$ cat config.mk
export PLATFORM = sky130hd
export DESIGN_NAME = battousai_mem_ctrl_flat
export DESIGN_NICKNAME = d
export VERILOG_FILES = /design/src/rtl/battousai_mem_ctrl_if.sv /design/src/rtl/battousai_mem_ctrl.sv /design/src/flat_wrapper.sv
export SDC_FILE = /design/constraint.sdc
export NUM_CORES = 1
export LEC_CHECK = 0
export CAP_MARGIN = 40
export CORE_MARGIN = 2
export CORE_UTILIZATION = 47
export CTS_BUF_LIST = sky130_fd_sc_hd__clkbuf_8
export DETAILED_ROUTE_END_ITERATION = 8
export PLACE_DENSITY = 0.83
export SLEW_MARGIN = 20
export SYNTH_ARGS = -nofsm -noshare
export SYNTH_HDL_FRONTEND = slang
export SYNTH_SLANG_ARGS = --single-unit
$ cat constraint.sdc
create_clock -name clk -period 9.3 [get_ports clk]
set_input_delay 1.86 -clock clk [delete_from_list [all_inputs] [get_ports clk]]
set_output_delay 1.86 -clock clk [all_outputs]
set_load 0.1 [all_outputs]
$ cat src/rtl/battousai_mem_ctrl_if.sv
// Data-memory bus between the access sequencer (master) and the 64-bit data memory (slave).
interface battousai_mem_ctrl_if;
    logic [63:0] mem_addr;
    logic        mem_rd;
    logic        mem_wr;
    logic [63:0] mem_wdata;
    logic [63:0] mem_rdata;

    modport master (
        output mem_addr,
        output mem_rd,
        output mem_wr,
        output mem_wdata,
        input  mem_rdata
    );

    modport slave (
        input  mem_addr,
        input  mem_rd,
        input  mem_wr,
        input  mem_wdata,
        output mem_rdata
    );
endinterface

$ cat src/rtl/battousai_mem_ctrl.sv
// Data-memory access sequencer for the multicycle RV64 datapath: loads, sd writes and
// sub-doubleword read-modify-write stores, with misalignment rejection.
module battousai_mem_ctrl #(
    parameter int MEM_LATENCY = 2
) (
    input  logic                 clk,
    input  logic                 reset,
    input  logic                 start,
    input  logic [31:0]          instr,
    input  logic [63:0]          addr,
    input  logic [63:0]          store_data,
    output logic [63:0]          load_data,
    output logic                 busy,
    output logic                 done,
    output logic                 misalign_err,
    battousai_mem_ctrl_if.master mem
);
    localparam logic [6:0] OP_LOAD   = 7'd3;
    localparam logic [6:0] OP_STORE  = 7'd35;
    localparam logic [3:0] WAIT_LAST = 4'(MEM_LATENCY - 2);

    typedef enum logic [2:0] {IDLE, READ, WAIT, MERGE, WRITE, DONE} state_t;

    state_t      state, state_nxt;
    logic [3:0]  wait_cnt;
    logic        is_load_q;
    logic        err_q;
    logic [2:0]  funct3_q;
    logic [2:0]  off_q;
    logic [63:0] addr_q;
    logic [63:0] wdata_q;

    logic [6:0]  opcode;
    logic [2:0]  funct3;
    logic [2:0]  off;
    logic        align_bad;
    logic        misaligned;
    logic [5:0]  shamt;
    logic [63:0] base_mask;
    logic [63:0] byte_mask;
    logic [63:0] merged;
    logic        unused_ok;

    assign unused_ok = &{1'b0, instr[31:15], instr[11:7]};

    // Decode of the incoming request; only memory opcodes can be misaligned.
    always_comb begin
        opcode    = instr[6:0];
        funct3    = instr[14:12];
        off       = addr[2:0];
        align_bad = 1'b0;
        case (funct3)
            3'd1, 3'd5: align_bad = off[0];
            3'd2, 3'd6: align_bad = |off[1:0];
            3'd3:       align_bad = |off;
            default:    align_bad = 1'b0;
        endcase
        misaligned = align_bad && ((opcode == OP_LOAD) || (opcode == OP_STORE));
    end

    always_comb begin
        shamt     = {off_q, 3'b000};
        base_mask = 64'hFFFF_FFFF_FFFF_FFFF;
        case (funct3_q)
            3'd0:    base_mask = 64'h0000_0000_0000_00FF;
            3'd1:    base_mask = 64'h0000_0000_0000_FFFF;
            3'd2:    base_mask = 64'h0000_0000_FFFF_FFFF;
            default: base_mask = 64'hFFFF_FFFF_FFFF_FFFF;
        endcase
        byte_mask = base_mask << shamt;
        merged    = (mem.mem_rdata & ~byte_mask) | ((wdata_q << shamt) & byte_mask);
    end

    always_ff @(posedge clk or posedge reset) begin
        if (reset) begin
            state <= IDLE;
        end else begin
            state <= state_nxt;
        end
    end

    // Strobes decode the registered state, so start never reaches them combinationally.
    always_comb begin
        state_nxt    = state;
        busy         = (state != IDLE);
        done         = (state == DONE);
        misalign_err = (state == DONE) && err_q;
        mem.mem_rd   = (state == READ);
        mem.mem_wr   = (state == WRITE);
        case (state)
            IDLE: begin
                if (start) begin
                    if (misaligned) begin
                        state_nxt = DONE;
                    end else if (opcode == OP_LOAD) begin
                        state_nxt = READ;
                    end else if ((opcode == OP_STORE) && (funct3 == 3'd3)) begin
                        state_nxt = WRITE;
                    end else if ((opcode == OP_STORE) && (funct3 < 3'd3)) begin
                        state_nxt = READ;
                    end else begin
                        state_nxt = DONE;
                    end
                end
            end
            READ:    state_nxt = (MEM_LATENCY > 1) ? WAIT : MERGE;
            WAIT:    state_nxt = (wait_cnt == WAIT_LAST) ? MERGE : WAIT;
            MERGE:   state_nxt = is_load_q ? DONE : WRITE;
            WRITE:   state_nxt = DONE;
            DONE:    state_nxt = IDLE;
            default: state_nxt = IDLE;
        endcase
    end

    assign mem.mem_addr  = addr_q;
    assign mem.mem_wdata = wdata_q;

    // wdata_q carries store_data from start; the RMW path overwrites it with the merged word.
    always_ff @(posedge clk or posedge reset) begin
        if (reset) begin
            wait_cnt  <= 4'd0;
            is_load_q <= 1'b0;
            err_q     <= 1'b0;
            funct3_q  <= 3'd0;
            off_q     <= 3'd0;
            addr_q    <= 64'd0;
            wdata_q   <= 64'd0;
            load_data <= 64'd0;
        end else begin
            wait_cnt <= (state == WAIT) ? wait_cnt + 4'd1 : 4'd0;
            if ((state == IDLE) && start) begin
                is_load_q <= (opcode == OP_LOAD);
                err_q     <= misaligned;
                funct3_q  <= funct3;
                off_q     <= off;
                addr_q    <= {addr[63:3], 3'b000};
                wdata_q   <= store_data;
            end
            if (state == MERGE) begin
                if (is_load_q) begin
                    load_data <= mem.mem_rdata >> shamt;
                end else begin
                    wdata_q <= merged;
                end
            end
        end
    end
endmodule

$ cat src/flat_wrapper.sv
// flat-port wrapper written by rule: the top's interface ports become plain ports
module battousai_mem_ctrl_flat 
#(
    parameter int MEM_LATENCY = 2
)
  (clk, reset, start, instr, addr, store_data, load_data, busy, done, misalign_err, mem_mem_addr, mem_mem_rd, mem_mem_wr, mem_mem_wdata, mem_mem_rdata);
  battousai_mem_ctrl_if mem_i ();
  input  logic clk;
  input  logic reset;
  input  logic start;
  input  logic [31:0] instr;
  input  logic [63:0] addr;
  input  logic [63:0] store_data;
  output logic [63:0] load_data;
  output logic busy;
  output logic done;
  output logic misalign_err;
  output wire logic [$bits(mem_i.mem_addr)-1:0] mem_mem_addr;
  output wire logic [$bits(mem_i.mem_rd)-1:0] mem_mem_rd;
  output wire logic [$bits(mem_i.mem_wr)-1:0] mem_mem_wr;
  output wire logic [$bits(mem_i.mem_wdata)-1:0] mem_mem_wdata;
  input wire logic [$bits(mem_i.mem_rdata)-1:0] mem_mem_rdata;
  assign mem_mem_addr = mem_i.mem_addr;
  assign mem_mem_rd = mem_i.mem_rd;
  assign mem_mem_wr = mem_i.mem_wr;
  assign mem_mem_wdata = mem_i.mem_wdata;
  assign mem_i.mem_rdata = mem_mem_rdata;
  battousai_mem_ctrl #(.MEM_LATENCY(MEM_LATENCY)) u_core (.clk(clk), .reset(reset), .start(start), .instr(instr), .addr(addr), .store_data(store_data), .load_data(load_data), .busy(busy), .done(done), .misalign_err(misalign_err), .mem(mem_i));
endmodule
After elaboration in Yosys (flattened, before gate mapping) --
Cells that the tools add are included. Widths: inputs -> output; s select.
Cells by class: add/subtract/negate cells 1, order comparisons 1, eq/ne operators 15, shift operators 3, mux-type cells 14, bitwise gates (word level) 4, reduce and logical (&&, ||, !) cells 15
Operator list (number):
- $mux 64 | 3
- $pmux 64 s3 | 1
- $and 64x64->64 | 2
- $shl 64x6->64 | 2
- $not 64->64 | 1
- $or 64x64->64 | 1
- $shr 64x6->64 | 1
- $eq 3x2->1 const B | 5
- $mux 3 | 5
- $pmux 3 s5 | 1
- $eq 3x3->1 const B | 4
- $eq 3x1->1 const B | 3
- $eq 7x2->1 const B | 1
- $eq 7x6->1 const B | 1
- $logic_not 3->1 | 2
- $reduce_or 2->1 | 3
- $logic_and 1x1->1 | 5
- $add 4x1->4 const B | 1
- $logic_not 4->1 | 1
- $mux 4 | 1
- $lt 3x2->1 const B | 1
- $pmux 1 s3 | 1
- $reduce_bool 3->1 | 1
- $reduce_or 3->1 | 1
- other kinds (4) | 5
Word-level totals: bits in registers 204, input bits 227, output and inout port bits 197, word-level logic and storage cells 62

Longest topological paths before layout --
depth after elaboration 8, depth in mapped cells 9, depth with buffers taken out 5

Worst setup path before layout --
Ideal clock, no wire load.
path type register -> output, from reg u_core.state[1], to out misalign_err, arrival 2.781 ns, data required time 7.440 ns, setup slack 4.659 ns, stages on the path, launching flop included 4, buffers on the path 0, path through dfrtp_1 > nand2b_1 > nor2_1 > and2_1
Between the ends: word-level cells in the longest chain between the ends 2
RTL lines:
- from (decl) | line battousai_mem_ctrl.sv:24 | state_t state, state_nxt;
- from (signal assigned) | line battousai_mem_ctrl.sv:78 | state <= state_nxt;
- $eq 3x3->1
- net done | line flat_wrapper.sv:16 | output logic done;
- $logic_and 1x1->1 | line battousai_mem_ctrl.sv:87 | misalign_err = (state == DONE) && err_q;
- to (decl) | line flat_wrapper.sv:17 | output logic misalign_err;
The timed path passes the listed nets, and every way through them passes these cells.

Final worst setup path --
from reg u_core.state[2], to out misalign_err
Between the ends: word-level cells in the longest chain between the ends 2
RTL lines (line):
- $eq 3x3->1 | battousai_mem_ctrl.sv:87
- $logic_and 1x1->1 | battousai_mem_ctrl.sv:87
No other way between the ends.

==> summary.md <==
| Metric | Value |
|---|---|
| GRT Max-Usage Layer | `met2` |
| DR iter-0 viols | `1414` |
| Clk_lat worst skew | `560 ps` |
| Met3 Usage GRT | `0.106` |
| DR vias | `13.3k` |
| Most common cell after layout, fill and taps aside | `clkdlybuf4s50_1` |
| Clock Tree Buf Depth | `3` |
| Clk_skew | `42.2 ps` |
| Via/cell ratio | `approximately 6` |
| Mapped Cells | `1302` |
| Max H-tree Level | `2` |
| Power Total | `9.09 mW` |
| Critical Path RT | `7440 ps` |
| Crit path arrival time | `2350 ps` |
| Crit Path Max Fanout | `8` |
| Peak Freq | `0.237 GHz` |
| Final setup vio count | `0` |
| Met1 Track Usage GR | `0.485` |
| Final worst-path cycle share | `0.453` |
| Rel. slew slack | `0.419` |
| Die Y | `163 µm` |
| CTS tree | `built` |
| Rows | `58` |
| Status | `finished clean` |
| Clock-pin transition on the worst setup and hold timing paths | `~60 ps` |
| VDD IR-drop max | `~0.00033 V` |
| Post-DP HPWL | `38900 µm` |
| Top post-synthesis cells by area | `dfrtp_1 43%, nand2_1 11%, mux2i_1 8.2%, mux4_2 5.3%, o21ai_0 4.1%` |
| Antenna violation net count after detailed routing | `0` |
| Nets | `approximately 2.1k` |
| Post-CTS Hold Fix Bufs | `0` |
| CP cell instances | `inv_1 -> nor2_1 -> and2_1 -> clkdlybuf4s50_1 -> buf_8` |
| Initial antenna violation count | `3` |
| Port Buffer Count | `398` |
| Clk sinks | `around 200` |
| Pin count of the biggest net entering global routing | `between 100 and 150` |
| Core area | `0.0250 mm²` |
| FFs w/ async S/R, synth | `1.00` |
| CP max-delay cell | `dfrtp_1` |
| DR DRC count | `0` |
| Final min period | `4210 ps` |
| Routed WL | `52300 µm` |
| Commonest non-fill, non-tap cells in the layout | `398 x clkdlybuf4s50_1, 337 x nand2_1, 201 x dfrtp_1` |
| Yosys top cell area share | `0.429` |
| DR pass1 iterations | `7` |
| Mapped Area | `~0.012 mm²` |
| Die area | `0.0266 mm²` |
| Total Routing Usage GR | `0.391` |
| Slew Limit Fails | `0` |
| Post-DR wirelength/cell | `23.6 µm` |
| Met2 usage | `0.636` |
| Number of global-route vias before repair | `13.3k` |
| Seq/Total Area, Yosys | `0.429` |
| Cell variety after synth | `slightly above 60` |
| Share of layout cells above drive strength 1 | `0.186` |
| Bufs and invs on worst path | `3` |
| CTS buffer count | `38` |
| Max_cap viols | `0` |
| Root buf cell | `clkbuf_8` |
| Routability cong. | `0.979` |
| Post_cts resized | `0` |
| Multi-input gate area | `between 0.006 and 0.007 mm²` |
| RSZ-0062 raised after global routing | `no` |
| Kind of critical path | `register to output pin` |
| Leak | `9.20 nW` |
| PwrDens | `441 mW/mm²` |
| Post-CTS Setup Bufs | `0` |
| Crit path largest cell delay | `between 500 and 600 ps` |
| # IOs | `424` |
| Remaining Overflow, GRT | `0` |
| Worst hold path type | `register to register` |
| Slew @ Worst Pin | `868 ps` |
| Initial core utilization | `0.475` |
| Top cell type by total area after synthesis | `dfrtp_1` |
| Worst Setup End Kind | `output pin` |
| CP top delay family | `buffers and inverters` |
| Area grow syn2layout | `73.2%` |
| Endpoints failing hold | `0` |
| EDFF count, synth | `0` |
| Chip Width | `163 µm` |
| Synthesis-stage register bit count | `slightly above 200` |
| Fillers | `1369` |
| Reg area | `a little over 0.005 mm²` |
| Ys Warns | `0` |
| Top_reg_cell synth | `dfrtp_1` |
| First-pass GRT wire length | `78900 µm` |
| Avg Synthesized Cell Area | `9.14 µm²` |
| Setup tns final | `0 ps` |
| Startpoint Class | `register` |
[report_power, final]
group | internal, mW | switching [mW] | leakage [nW]
combinational | 2.49 | 4.03 | 6.35
clock | 0.494 | 0.397 | 0.450
sequential | 1.21 | 0.468 | 2.40
[cells by family after synthesis]
family	share of synthesized area
other cells	0.000315
fa+ha+maj	0.00210
flops	0.429
xor+xnor	0.00147
simple gates	0.165
buf+inv	0.0495
mux	0.164
compound gates	0.189
[flip-flops by register name, summed over array words and instances (netlist names), named ones only]
name	count
u_core.err_q	1
u_core.funct3_q	3
u_core.is_load_q	1
u_core.load_data	64
u_core.mem.mem_addr	61
u_core.mem.mem_wdata	48
u_core.off_q	3
u_core.state	3
u_core.wait_cnt	4
[path summary, 6_finish.rpt]
path / startpoint / to / slack [ps] / cells past startpoint
max: u_core.state[2] / misalign_err / 5090 / 5
min: u_core.load_data[21] / u_core.load_data[21] / 470 / 1
max reg2reg: u_core.off_q[0] / u_core.load_data[15] / 5960 / 8
min reg2reg: u_core.load_data[21] / u_core.load_data[21] / 470 / 1
max in group asynchronous: reset / asynchronous set/reset pin / 5800 / 5
min in group asynchronous: reset / u_core.mem.mem_addr[36] / 1860 / 2
[final cells by class]
cell class	count	share of cell area
flip-flops and latches	204	0.248
clock inverters	20	0.00570
inverters	12	0.00255
repair buffers	620	0.389
clock buffers	48	0.0320
well taps	330	0.0200
multi-input cells	977	0.303
diodes	2	0.000243
[layer usage]
layer | routed length [µm] | vias up
met5 | 13 | -
met4 | 2580 | 2
met3 | 5470 | 196
met2 | 25000 | 935
met1 | 19300 | 6378
li1 | - | 5794
[cells in the mapped netlist, drive strengths merged (5+ instances only)]
cell type / number
and3: 19
a222oi: 8
a211oi: 20
a22oi: 14
a221oi: 7
o211ai: 10
mux4: 28
o21ai: 98
buf: 68
a21oi: 55
nand3: 18
a22o: 30
a221o: 10
dfrtp: 204
o31ai: 10
o2111ai: 6
a311oi: 5
nor3: 5
nor2: 78
mux2i: 97
nor2b: 8
inv: 11
mux2: 31
o311a: 6
a32oi: 8
o22ai: 17
nand2: 338
clkbuf: 43
a21o: 9
[per-stage QoR]
stage                     cells  worst slack [ps]  utilization  cell area (µm²)  hold slack (ps)
final                      2213              5090        0.824            20600              474
after detailed placement   2140              4840        0.790            19800              461
after global routing       2213              5030        0.824            20600              489
after floorplan            1304              1870            -            11900              455
after CTS                  2208              5100        0.821            20500              475
after global placement     1938              4680        0.636            15900              458
[worst reg2reg max path: stages (launching register included)]
cell and delay [ps]:
dfrtp_4 970, buf_4 620, buf_12 300, nor2b_1 410
buf_4 340, nand2_1 80, o21ai_0 180, mux2i_1 160
o21ai_0 170
No activity file was read; power rests on OpenSTA's default activity.
